`src/rtl/rx_cic_ctrl.sv`:
```
// rtl/rx_cic_ctrl.sv - rate/reset sequencing, input gating and I/Q re-pairing for the dual-channel RX CIC
module rx_cic_ctrl #(
  parameter int RATE_W       = 10,
  parameter int DATA_W       = 32,
  parameter int RATE_MIN     = 8,
  parameter int RATE_MAX     = 640,
  parameter int DEFAULT_RATE = 160,
  parameter int RESET_CYCLES = 4,
  parameter int FLUSH_PAIRS  = 8
) (
  input  logic              clk,
  input  logic              reset_n,
  input  logic [RATE_W-1:0] rate_req,
  input  logic              rate_req_valid,
  output logic              rate_req_ready,
  output logic              rate_err,
  input  logic              adc_valid,
  output logic              cic_in_valid,
  input  logic              cic_in_ready,
  output logic [RATE_W-1:0] cic_rate,
  output logic              cic_reset_n,
  input  logic [DATA_W-1:0] cic_out_data,
  input  logic              cic_out_valid,
  input  logic              cic_out_channel,
  input  logic [1:0]        cic_out_error,
  output logic              cic_out_ready,
  output logic [DATA_W-1:0] iq_i,
  output logic [DATA_W-1:0] iq_q,
  output logic              iq_valid,
  output logic              pair_err,
  output logic              overrun,
  output logic              locked
);

  typedef enum logic [1:0] {S_HOLD, S_FLUSH, S_RUN} state_t;

  state_t            state, state_nx;
  logic [3:0]        hold_cnt, hold_cnt_nx;
  logic [7:0]        flush_cnt, flush_cnt_nx;
  logic              have_i, have_i_nx;
  logic [DATA_W-1:0] i_hold, i_hold_nx;
  logic [RATE_W-1:0] rate_nx;
  logic              crst_nx, rerr_nx, perr_nx, pair_done;
  logic              req_acc, req_bad, req_new;

  assign rate_req_ready = (state != S_HOLD);
  assign cic_in_valid   = adc_valid && (state != S_HOLD);
  assign cic_out_ready  = 1'b1;

  assign req_acc = rate_req_valid && rate_req_ready;
  assign req_bad = (rate_req < RATE_W'(RATE_MIN)) || (rate_req > RATE_W'(RATE_MAX));
  assign req_new = !req_bad && (rate_req != cic_rate);

  always_comb begin
    state_nx     = state;
    hold_cnt_nx  = hold_cnt;
    flush_cnt_nx = flush_cnt;
    have_i_nx    = have_i;
    i_hold_nx    = i_hold;
    rate_nx      = cic_rate;
    crst_nx      = cic_reset_n;
    rerr_nx      = 1'b0;
    perr_nx      = 1'b0;
    pair_done    = 1'b0;

    // Output beats during HOLD belong to the decimator's reset transient.
    if (state == S_HOLD) begin
      have_i_nx = 1'b0;
    end else if (cic_out_valid) begin
      if (cic_out_error != 2'b00) begin
        have_i_nx = 1'b0;
        perr_nx   = 1'b1;
      end else if (!cic_out_channel) begin
        i_hold_nx = cic_out_data;
        have_i_nx = 1'b1;
        perr_nx   = have_i;
      end else if (have_i) begin
        pair_done = 1'b1;
        have_i_nx = 1'b0;
      end else begin
        perr_nx = 1'b1;
      end
    end

    case (state)
      S_HOLD: begin
        crst_nx     = 1'b0;
        hold_cnt_nx = hold_cnt + 4'd1;
        if (hold_cnt == 4'(RESET_CYCLES - 1)) begin
          state_nx     = S_FLUSH;
          flush_cnt_nx = 8'd0;
          crst_nx      = 1'b1;
        end
      end
      S_FLUSH: begin
        if (pair_done) begin
          flush_cnt_nx = flush_cnt + 8'd1;
          if (flush_cnt == 8'(FLUSH_PAIRS - 1)) state_nx = S_RUN;
        end
      end
      default: ;
    endcase

    // A real rate change overrides everything, including flush completion.
    if (req_acc) begin
      if (req_bad) begin
        rerr_nx = 1'b1;
      end else if (req_new) begin
        rate_nx     = rate_req;
        state_nx    = S_HOLD;
        hold_cnt_nx = 4'd0;
        have_i_nx   = 1'b0;
        crst_nx     = 1'b0;
      end
    end
  end

  always_ff @(posedge clk) begin
    if (!reset_n) begin
      state       <= S_HOLD;
      hold_cnt    <= 4'd0;
      flush_cnt   <= 8'd0;
      have_i      <= 1'b0;
      i_hold      <= '0;
      cic_rate    <= RATE_W'(DEFAULT_RATE);
      cic_reset_n <= 1'b0;
      iq_i        <= '0;
      iq_q        <= '0;
      iq_valid    <= 1'b0;
      pair_err    <= 1'b0;
      rate_err    <= 1'b0;
      overrun     <= 1'b0;
      locked      <= 1'b0;
    end else begin
      state       <= state_nx;
      hold_cnt    <= hold_cnt_nx;
      flush_cnt   <= flush_cnt_nx;
      have_i      <= have_i_nx;
      i_hold      <= i_hold_nx;
      cic_rate    <= rate_nx;
      cic_reset_n <= crst_nx;
      iq_valid    <= pair_done && (state == S_RUN);
      if (pair_done && (state == S_RUN)) begin
        iq_i <= i_hold;
        iq_q <= cic_out_data;
      end
      pair_err    <= perr_nx;
      rate_err    <= rerr_nx;
      overrun     <= cic_in_valid && !cic_in_ready;
      locked      <= (state_nx == S_RUN);
    end
  end

endmodule
```
`config.mk`:
```
export PLATFORM = sky130hd
export DESIGN_NAME = rx_cic_ctrl
export DESIGN_NICKNAME = d
export VERILOG_FILES = /design/src/rtl/rx_cic_ctrl.sv
export SDC_FILE = /design/constraint.sdc
export NUM_CORES = 1
export LEC_CHECK = 0
export ABC_AREA = 1
export BUFFER_PORTS_ARGS = -buffer_cell sky130_fd_sc_hd__buf_2
export CORE_MARGIN = 5
export CORE_UTILIZATION = 25
export CTS_CLUSTER_SIZE = 24
export DETAILED_ROUTE_END_ITERATION = 12
export PLACE_DENSITY_LB_ADDON = 0.12
export RECOVER_POWER = 50
export SLEW_MARGIN = 20
export SYNTH_ARGS = -nofsm -noshare
export SYNTH_HDL_FRONTEND = slang
export SYNTH_SLANG_ARGS = --single-unit
```
`constraint.sdc`:
```
create_clock -name clk -period 1.83 [get_ports clk]
set_input_delay 0.183 -clock clk [delete_from_list [all_inputs] [get_ports clk]]
set_output_delay 0.183 -clock clk [all_outputs]
set_load 0.02 [all_outputs]
```
==> reports/results.tsv, run 1 <==
stage	metric	value	unit
pwr	clkPwrFrac	0.509	
logic_synthesis	synth_ff_type	dfxtp_1	
critical_path	end_kind	flip-flop	
logic_synthesis	ys_types	39	
clock_tree	clk_latency	0.41	ns
critical_path	r2r_end	iq_i[3]	
clock_tree	cts_buffer_depth	2	
finish	mostFrequentLayoutCell	dfxtp_1	
floorplanning	die_y	152	um
clock_tree	cts_root_buf	clkbuf_16	
critical_path	r2r_start	have_i	
logic_synthesis	ys_async_sr_fraction	0	
sta	min_period	1.60	ns
critical_path	cp.required	2.16	ns
floorplanning	fp.dieArea	23000	um2
critical_path	crit_end	iq_i[3]	
floorplanning	initial_core_util	0.256	
logic_synthesis	ys_top_cells_by_area	dfxtp_1, o21ai_0, nor2_1, a21oi_1, inv_1	
routing	drt_iter0_markers	163	
routing	drc_errors	0	
placed_design	port_buffers	132	
routing	drt_wl_total	13200	um
logic_synthesis	yosysTopAreaCellShare	0.506	
finish	diodes	0	
finish	ff_latch_area	2540	um2
sta	finalSetupTns	0	ns
grt	grt_usage	0.116	
logic_synthesis	synthesis.area	5030	um2
pwr	ir_drop	0.602	mV
finish	nets	833	
placed_design	place_ws	0.145	ns
finish	multi_input_area	2020	um2
hold_path	hp-class	in2reg	
finish	mostFrequentLayoutCells	dfxtp_1, nor2_1, o21ai_0, clkbuf_1, a21oi_1	
sta	rsz0062_at_grt	no	
clock_tree	clk_transition_reported_paths	0.06	ns
logic_synthesis	synth_area_per_cell	7.78	um2
sta	setup_viol	0	
floorplanning	placement_rows	51	
sta	fmax	625	MHz
outcome	outcome	complete, no violations	
logic_synthesis	synth_fp_nets	700	
pwr	leakagePower	2.59	nW
critical_path	startpoint_type	flip-flop	
pwr	p_total	0.00666	W
grt	grt_max_degree	77	
pwr	power_frac_seq	0.427	
routing	ant_nets	0	
critical_path	ff2ff_path_depth	7	
floorplanning	ioPinCount	134	
grt	antenna_found_initial	0	
floorplanning	die_w	152	um
placed_design	routabilityCongestion	0.745	
critical_path	ff2ff_setup_slack	0.23	ns
grt	grt_overflow_total	0	
pwr	comb_power_share	0.064	
pwr	power.internal	0.00504	W
critical_path	worst-setup-path-type	reg2reg	
routing	vias_per_cell	4.19	
sta	min_period_over_period	0.875	
pwr	swShare	0.244	
floorplanning	fp.coreArea	19700	um2
logic_synthesis	synth_edf_count	0	
logic_synthesis	ys_seq_area_frac	0.506	
logic_synthesis	syn_inst	646	
sta	hold_violations	0	
critical_path	path_max_fanout	17	
logic_synthesis	synth-seq-cells	127	
clock_tree	numClockSinks	127	
pwr	cellPowerDensity	1020	nW/um2
clock_tree	htree_levels	4	
grt	grt_pass1_vias	4356	
clock_tree	cts-buffers-inserted	17	
logic_synthesis	synth.largest_area_cell	dfxtp_1	
routing	vias	4431	
pwr	switching_power	0.00162	W
finish	syn2layout_area_growth	29.3	%
placed_design	dp_hpwl	9130	um
critical_path	critPathArrivalTime	1.93	ns
sta	fin_skew	0.0107	ns
routing	first_pass_iters	5	
finish	drive_gt1_frac	0.141	
finish	fillCellCount	2205	
critical_path	setup.worst_path.start	have_i	
grt	grt_first_pass_wirelength	22400	um
routing	route.detailed.wl_per_inst	12.5	um
sta	whs	0.0183	ns
sta	finalWorstSetupSlack	0.229	ns
clock_tree	cts_tree	built	
logic_synthesis	synth_warnings	0	
sta	slew_violations	0	
job	cap_violations	0	
-- routing by layer --
metal | share of wire | vias to the layer above | GRT usage
li1 | - | 2368 | -
met1 | 0.47 | 1949 | 0.150
met2 | 0.44 | 103 | 0.180
met3 | 0.073 | 11 | 0.0511
met4 | 0.010 | 0 | 0.0283
met5 | 0 | - | 0
-- registers in the layout, summed over array words and instances, names as in the netlist --
name	count
cic_reset_n	1
iq_i	32
have_i	1
overrun	1
rate_err	1
locked	1
iq_q	32
iq_valid	1
i_hold	32
pair_err	1
state	2
flush_cnt	8
cic_rate	10
hold_cnt	4
-- kinds of logic (layout without fill, tap and decap cells) --
group / after synthesis / in the layout / synth area share
other: 1 / 1 / 0.000746
muxes: 1 / 1 / 0.00199
xor gates and xnor gates: 7 / 7 / 0.0122
adders and majority gates: 3 / 3 / 0.00747
and+or+nand+nor: 223 / 223 / 0.204
AOI/OAI and AO/OA: 177 / 177 / 0.177
buffers and inverters: 107 / 253 / 0.0903
DFF: 127 / 127 / 0.506
-- repair_timing --
item,4_1_cts,5_1_grt
hold endpoints to repair,8,0
resized for setup,0,3
setup endpoints to repair,0,29
hold buffers,8,0
setup buffers,0,2
-- power groups by stage --
stage          logic [W]  clock network [W]  registers, W
3_3_place_gp    0.000425                  0       0.00290
5_1_grt         0.000482            0.00364       0.00285
3_5_place_dp    0.000427                  0       0.00290
2_1_floorplan   0.000260                  0       0.00292
4_1_cts         0.000442            0.00352       0.00284
6_report        0.000426            0.00339       0.00284
-- cells in the mapped netlist, types with 2 or more instances --
library cell,number
xor2_1,3
inv_1,67
nand3_1,18
nand2_1,62
clkbuf_1,13
nor3_1,11
nor3_4,2
clkbuf_2,3
nor3b_2,3
nor2_4,2
o21ai_1,10
nor2_1,108
o21ai_0,92
xnor2_1,4
buf_6,2
a21oi_1,73
buf_2,12
ha_1,3
nand3_2,2
inv_2,4
buf_1,2
nand2_2,3
nand4_1,5
dfxtp_1,127
-- per-stage QoR --
step	cells	cell area, um2	util
floorplan	646	5030	-
global placement	1015	5930	0.302
detailed placement	1015	5930	0.302
CTS	1055	6600	0.336
global route	1057	6500	0.331
finish	1057	6500	0.331
-- final cells by class --
cell class              count  share of cell area
well taps                 265              0.0510
flip-flops and latches    127               0.391
clock buffers              18              0.0675
repair buffers            148               0.113
multi-input cells         412               0.310
inverters                  73              0.0431
clock inverters            14              0.0242
-- worst min path at each step --
| stage | slack, ns | start | end | cells past startpoint |
|---|---|---|---|---|
| final | 0.02 | cic_out_data[14] | iq_q[14] | 3 |
| after global routing | 0.01 | cic_out_data[1] | iq_q[1] | 3 |
| after CTS | 0.001 | cic_out_data[14] | iq_q[14] | 3 |
| after detailed placement | 0.35 | cic_in_ready | overrun | 2 |
| after global placement | 0.35 | cic_in_ready | overrun | 2 |
| after floorplan | 0.26 | cic_in_ready | overrun | 1 |
-- worst max-delay path, cell delays in order, from the launching register on --
cell     delay [ns]
dfxtp_1        0.33
ha_1           0.15
nand4_2        0.18
nor3_4         0.21
buf_4          0.17
buf_4          0.21
o21ai_0        0.11
a21oi_1        0.15
(Power assumes the default switching activity.)
==> inputs of run 2 (changes only) <==
--- a/config.mk
+++ b/config.mk
@@ -5,7 +5,6 @@
 export SDC_FILE = /design/constraint.sdc
 export NUM_CORES = 1
 export LEC_CHECK = 0
-export ABC_AREA = 1
 export BUFFER_PORTS_ARGS = -buffer_cell sky130_fd_sc_hd__buf_2
 export CORE_MARGIN = 5
 export CORE_UTILIZATION = 25
==> reports/results.tsv, run 2 <==
stage	metric	value	unit	change
finish	largestRegisters	i_hold (32), iq_i (32), iq_q (32)		
clock_tree	clk_latency	0.41	ns	about the same
logic_synthesis	synth_warnings	0		unchanged
placed_design	port_buffers	132		unchanged
floorplanning	initial_core_util	0.255		-0.000910
clock_tree	cts-buffers-inserted	17		unchanged
floorplanning	fp.dieArea	22100	um2	-4.2%
finish	mostFrequentLayoutCell	nand2_1		
grt	grt_pass1_vias	4080		-6.3%
routing	drt_wl_total	13200	um	-0.32%
finish	drive_gt1_frac	0.148		+0.00699
hold_path	min_from	cic_out_data[7]		
job	cap_violations	0		unchanged
sta	fmax	583	MHz	-6.7%
grt	grt_max_degree	64		-17%
logic_synthesis	ys_types	38		-2.6%
floorplanning	placement_rows	50		-2.0%
routing	drt_iter0_markers	172		+5.5%
logic_synthesis	synth_area_per_cell	8.25	um2	+6.0%
clock_tree	cts_buffer_depth	2		unchanged
placed_design	dp_hpwl	8850	um	-3.0%
sta	min_period_over_period	0.938		+0.0633
critical_path	path_max_fanout	8		-9
sta	slew_violations	0		unchanged
hold_path	hp-class	in2reg		
finish	final_util	0.332		+0.00104
grt	grt_usage	0.119		+0.00263
critical_path	end_kind	output port		
routing	ant_nets	0		unchanged
finish	fillCellCount	2050		-7.0%
clock_tree	clk_transition_reported_paths	0.06	ns	about the same
routing	vias_per_cell	4.35		+3.8%
sta	setup_viol	0		unchanged
sta	slew_headroom	0.562		
routing	drc_errors	0		unchanged
logic_synthesis	synth.largest_area_cell	dfxtp_1		
routing	route.detailed.wl_per_inst	13.5	um	+7.4%
logic_synthesis	ys_seq_area_frac	0.530		+0.0240
pwr	ir_drop	0.623	mV	+3.4%
critical_path	r2r_end	flush_cnt[7]		
clock_tree	htree_levels	4		unchanged
finish	ff_latch_area	2540	um2	unchanged
outcome	outcome	complete, no violations		
critical_path	worst-setup-path-type	reg2out		
logic_synthesis	synth_fp_nets	636		-9.1%
logic_synthesis	synth.top_cells.by_count	nand2_1, dfxtp_1, a21oi_1		
hold_path	holdPathEnd	iq_q[7]		
critical_path	slowest_delay	0.50	ns	+0.17 ns
finish	mostFrequentLayoutCells	nand2_1, dfxtp_1, a21oi_1, clkbuf_1, buf_2		
grt	grt_first_pass_wirelength	21100	um	-5.6%
pwr	leakagePower	2.18	nW	-16%
finish	syn2layout_area_growth	30.2	%	
logic_synthesis	synth_edf_count	0		unchanged
critical_path	r2r_start	have_i		
finish	multi_input_area	2050	um2	+1.6%
critical_path	startpoint_type	flip-flop		
sta	fin_skew	0.00985	ns	-0.000818 ns
critical_path	path_buf_inv	2		unchanged
logic_synthesis	ys_top_cells_by_area	dfxtp_1, nand2_1, a21oi_1, mux2i_1, xor2_1		
critical_path	ff2ff_path_depth	6		-1
sta	whs	0.0201	ns	+0.00178 ns
floorplanning	die_y	149	um	-2.1%
routing	vias	4268		-3.7%
sta	rsz0062_at_grt	no		
logic_synthesis	synthesis.area	4800	um2	-4.5%
placed_design	routabilityCongestion	0.836		+12%
logic_synthesis	synth-seq-cells	127		unchanged
logic_synthesis	yosysTopAreaCellShare	0.530		+0.0240
finish	nets	763		-8.4%
critical_path	ff2ff_setup_slack	0.15	ns	-0.08 ns
critical_path	path_cells	nor2_4, clkinv_2, and2_1, buf_2		
logic_synthesis	yosysMostFrequentCell	nand2_1		
clock_tree	cts_root_buf	clkbuf_16		
finish	diodes	0		unchanged
floorplanning	ioPinCount	134		unchanged
critical_path	cp.depth	4		-3
hold_path	whs_path_depth	3		unchanged
floorplanning	die_w	149	um	-2.1%
critical_path	path_delay_family	flip-flops		
clock_tree	cts_tree	built		
grt	grt_overflow_total	0		unchanged
critical_path	slowest_stage	dfxtp_1		
critical_path	cp.required	1.65	ns	-0.51 ns
sta	hold_violations	0		unchanged
floorplanning	fp.coreArea	18800	um2	-4.2%
sta	finalSetupTns	0	ns	unchanged
logic_synthesis	synth_ff_type	dfxtp_1		
logic_synthesis	ys_async_sr_fraction	0		unchanged
sta	min_period	1.72	ns	+0.116 ns
pwr	cellPowerDensity	1020	nW/um2	-0.34%
critical_path	critPathArrivalTime	1.53	ns	-0.40 ns
clock_tree	numClockSinks	127		unchanged
routing	first_pass_iters	4		-1
logic_synthesis	syn_inst	582		-9.9%
sta	worst-slew-pin-transition	0.651	ns	
grt	antenna_found_initial	1		+1
==> run 2: layout make-up <==
type                    count  area share
inverters                   4     0.00280
well taps                 260      0.0521
clock buffers              21      0.0769
multi-input cells         413       0.328
clock inverters            10      0.0140
repair buffers            146       0.119
flip-flops and latches    127       0.407
==> run 2: cell families (layout without fill, tap and decap cells) <==
| group | count (synthesis) | after routing | synth area share |
|---|---|---|---|
| AO/OA/AOI/OAI | 109 | 109 | 0.122 |
| XOR/XNOR | 18 | 18 | 0.0328 |
| adder cells (fa/ha/maj) | 3 | 3 | 0.00782 |
| buffers and inverters | 42 | 181 | 0.0446 |
| flip-flops | 127 | 127 | 0.530 |
| multiplexers | 11 | 11 | 0.0229 |
| other | 1 | 1 | 0.000781 |
| AND/OR/NAND/NOR | 271 | 271 | 0.240 |
==> run 2: stage by stage <==
stage	area (um2)	setup WS [ns]	instances	power [W]
floorplan	4800	0.226	582	0.00308
global placement	5750	0.129	946	0.00323
detailed placement	5750	0.0970	946	0.00323
CTS	6350	0.0894	980	0.00647
global route	6250	0.0205	981	0.00663
finish	6250	0.113	981	0.00638
==> run 2: report_power, final <==
| part | switching [W] | internal (W) |
|---|---|---|
| Combinational | 0.000208 | 0.000135 |
| Clock | 0.00121 | 0.00199 |
| Sequential | 0.0000328 | 0.00280 |
| Total | 0.00145 | 0.00493 |
==> run 2: repair_timing <==
item | 4_1_cts | 5_1_grt
hold buffers | 2 | 0
pin swaps | 1 | 0
resized for setup | 1 | 1
buffers inserted | 1 | 1
hold endpoints to repair | 2 | 0
setup endpoints to repair | 2 | 5
==> run 2: worst max path at each step <==
stage                               to           from  slack, ns
after global routing      cic_in_valid       state[0]       0.02
after detailed placement     i_hold[3]  cic_out_valid        0.1
final                     cic_in_valid       state[0]       0.11
after global placement      i_hold[28]  cic_out_valid       0.13
after floorplan            cic_rate[1]       state[0]       0.23
after CTS                 cic_in_valid       state[0]       0.09
==> run 2: worst reg2reg max path, stage by stage, from the launching register on <==
cell and delay, ns:
dfxtp_1 0.34, ha_1 0.14, and4bb_2 0.33, nand3b_4 0.16
a2111oi_4 0.38, xnor2_1 0.16, nor2_1 0.05
==> run 2: routing by layer <==
metal  GRT usage  part of all wire  vias up  routed length (um)
met5           0           0.00099        -                  13
met4      0.0374             0.012        2                 154
met3      0.0445             0.068       16                 900
met2       0.183              0.44      121                5830
met1       0.154              0.48     1969                6300
li1            -                 -     2160                   -
==> inputs of run 3 (changes only) <==
--- a/config.mk
+++ b/config.mk
@@ -6,12 +6,12 @@
 export NUM_CORES = 1
 export LEC_CHECK = 0
 export BUFFER_PORTS_ARGS = -buffer_cell sky130_fd_sc_hd__buf_2
+export CAP_MARGIN = 40
 export CORE_MARGIN = 5
 export CORE_UTILIZATION = 25
 export CTS_CLUSTER_SIZE = 24
 export DETAILED_ROUTE_END_ITERATION = 12
 export PLACE_DENSITY_LB_ADDON = 0.12
-export RECOVER_POWER = 50
 export SLEW_MARGIN = 20
 export SYNTH_ARGS = -nofsm -noshare
 export SYNTH_HDL_FRONTEND = slang
==> reports/results.tsv, run 3 (synthesized netlist as in run 2, its figures left out) <==
stage	metric	value	unit	change
outcome	outcome	complete, no violations		
sta	worst-slew-pin-transition	0.651	ns	+0.000596 ns
placed_design	routabilityCongestion	0.836		unchanged
critical_path	worst-setup-path-type	reg2out		
pwr	switching_power	0.00145	W	-0.30%
critical_path	critPathArrivalTime	1.53	ns	about the same
clock_tree	clk_latency	0.41	ns	about the same
critical_path	slowest_delay	0.50	ns	about the same
critical_path	startpoint_type	flip-flop		
pwr	ir_drop	0.622	mV	about the same
pwr	cellPowerDensity	1000	nW/um2	-1.8%
critical_path	path_max_fanout	8		unchanged
grt	grt_usage	0.119		unchanged
sta	setup_viol	0		unchanged
floorplanning	ioPinCount	134		unchanged
pwr	power_frac_seq	0.444		about the same
pwr	leakagePower	2.53	nW	+16%
routing	drt_iter0_markers	158		-8.1%
floorplanning	fp.coreArea	18800	um2	unchanged
sta	finalWorstSetupSlack	0.115	ns	+0.00124 ns
floorplanning	initial_core_util	0.255		unchanged
finish	mostFrequentLayoutCells	nand2_1, buf_2, dfxtp_1, a21oi_1, clkbuf_16		
clock_tree	cts_buffer_depth	2		unchanged
critical_path	path_delay_family	flip-flops		
routing	drt_wl_total	13100	um	-0.52%
floorplanning	placement_rows	50		unchanged
sta	slew_headroom	0.562		about the same
finish	syn2layout_area_growth	32.6	%	
hold_path	hp-class	in2reg		
finish	fin_cells	981		unchanged
floorplanning	die_w	149	um	unchanged
pwr	comb_power_share	0.054		about the same
finish	mostFrequentLayoutCell	nand2_1		
finish	drive_gt1_frac	0.259		+0.111
placed_design	dp_hpwl	8850	um	unchanged
sta	slew_violations	0		unchanged
clock_tree	htree_levels	4		unchanged
grt	grt_max_degree	64		unchanged
critical_path	cp.required	1.65	ns	about the same
finish	diodes	0		unchanged
grt	grt_first_pass_wirelength	21100	um	unchanged
floorplanning	die_y	149	um	unchanged
finish	nets	763		unchanged
critical_path	path_cells	nor2_4, clkinv_2, and2_1, buf_2		
sta	rsz0062_at_grt	no		
clock_tree	numClockSinks	127		unchanged
critical_path	path_buf_inv	2		unchanged
routing	drc_errors	0		unchanged
grt	grt_overflow_total	0		unchanged
sta	fin_skew	0.00986	ns	+0.0000150 ns
placed_design	port_buffers	132		unchanged
grt	antenna_found_initial	1		unchanged
sta	fmax	583	MHz	about the same
routing	route.detailed.wl_per_inst	13.4	um	-0.52%
job	cap_violations	0		unchanged
sta	min_period	1.72	ns	-0.00124 ns
clock_tree	cts_tree	built		
critical_path	slowest_stage	dfxtp_1		
finish	final_util	0.338		+0.00598
critical_path	end_kind	output port		
grt	grt_pass1_vias	4080		unchanged
pwr	clkPwrFrac	0.502		about the same
floorplanning	fp.dieArea	22100	um2	unchanged
pwr	swShare	0.227		-0.000640
pwr	power.internal	0.00493	W	about the same
sta	finalSetupTns	0	ns	unchanged
routing	first_pass_iters	4		unchanged
placed_design	post-place-cells	946		unchanged
clock_tree	cts_root_buf	clkbuf_16		
clock_tree	clk_transition_reported_paths	0.06	ns	about the same
routing	vias_per_cell	4.32		-0.75%
routing	ant_nets	0		unchanged
sta	min_period_over_period	0.937		about the same
finish	largestRegisters	i_hold (32), iq_i (32), iq_q (32)		
pwr	p_total	0.00638	W	about the same
clock_tree	cts-buffers-inserted	17		unchanged
routing	vias	4236		-0.75%
sta	hold_violations	0		unchanged
placed_design	place_ws	0.0970	ns	unchanged
## run 3: cell types whose count changed in the layout (fill, tap and decap cells not counted)
cell      delta
buf_12       +1
buf_2       +80
clkbuf_1    -80
clkbuf_4     -1
## run 3: repair_timing
action | CTS | global route
resized for setup | 1 | 1
setup endpoints to repair | 2 | 5
hold endpoints to repair | 2 | 0
setup buffers | 1 | 1
hold buffers | 2 | 0
pin swaps | 1 | 0
## run 3: metrics by stage
step                instance area (um2)  hold slack [ns]
CTS                                6350          0.00243
detailed placement                 5750            0.351
floorplan                          4800            0.259
finish                             6360           0.0211
global placement                   5750            0.347
global route                       6360          0.00718
## run 3: routing by layer
| metal | vias to the layer above | share of wire | global-route usage |
|---|---|---|---|
| li1 | 2159 | - | - |
| met1 | 1949 | 0.48 | 0.154 |
| met2 | 111 | 0.44 | 0.183 |
| met3 | 15 | 0.066 | 0.0445 |
| met4 | 2 | 0.012 | 0.0374 |
| met5 | - | 0.00099 | 0 |
## run 3: layout make-up
type / count / area [um2]
flip-flops and latches: 127 / 2540
clock buffers: 21 / 480
clock inverters: 10 / 87.6
multi-input cells: 413 / 2050
well taps: 260 / 325
repair buffers: 146 / 858
inverters: 4 / 17.5
fillers: 2014 / 12500
## run 3: worst paths after layout
check                                startpoint           end  slack (ns)  cells past startpoint
worst max-delay path                   state[0]  cic_in_valid        0.11                      4
worst min-delay path            cic_out_data[4]     i_hold[4]        0.02                      3
worst max register to register           have_i  flush_cnt[7]        0.15                      6
worst min register to register         iq_i[20]      iq_i[20]        0.45                      2
## run 3: worst register-to-register path, stage by stage, from the launching register on
cell       delay [ns]
dfxtp_1          0.34
ha_1             0.14
and4bb_2         0.33
nand3b_4         0.16
a2111oi_4        0.38
xnor2_1          0.16
nor2_1           0.05
## run 3: power groups by stage
stage / clock, W / sequential, W / combinational, W
2_1_floorplan: 0 / 0.00290 / 0.000185
3_3_place_gp: 0 / 0.00289 / 0.000336
3_5_place_dp: 0 / 0.00289 / 0.000339
4_1_cts: 0.00329 / 0.00283 / 0.000349
5_1_grt: 0.00342 / 0.00284 / 0.000382
6_report: 0.00320 / 0.00283 / 0.000346
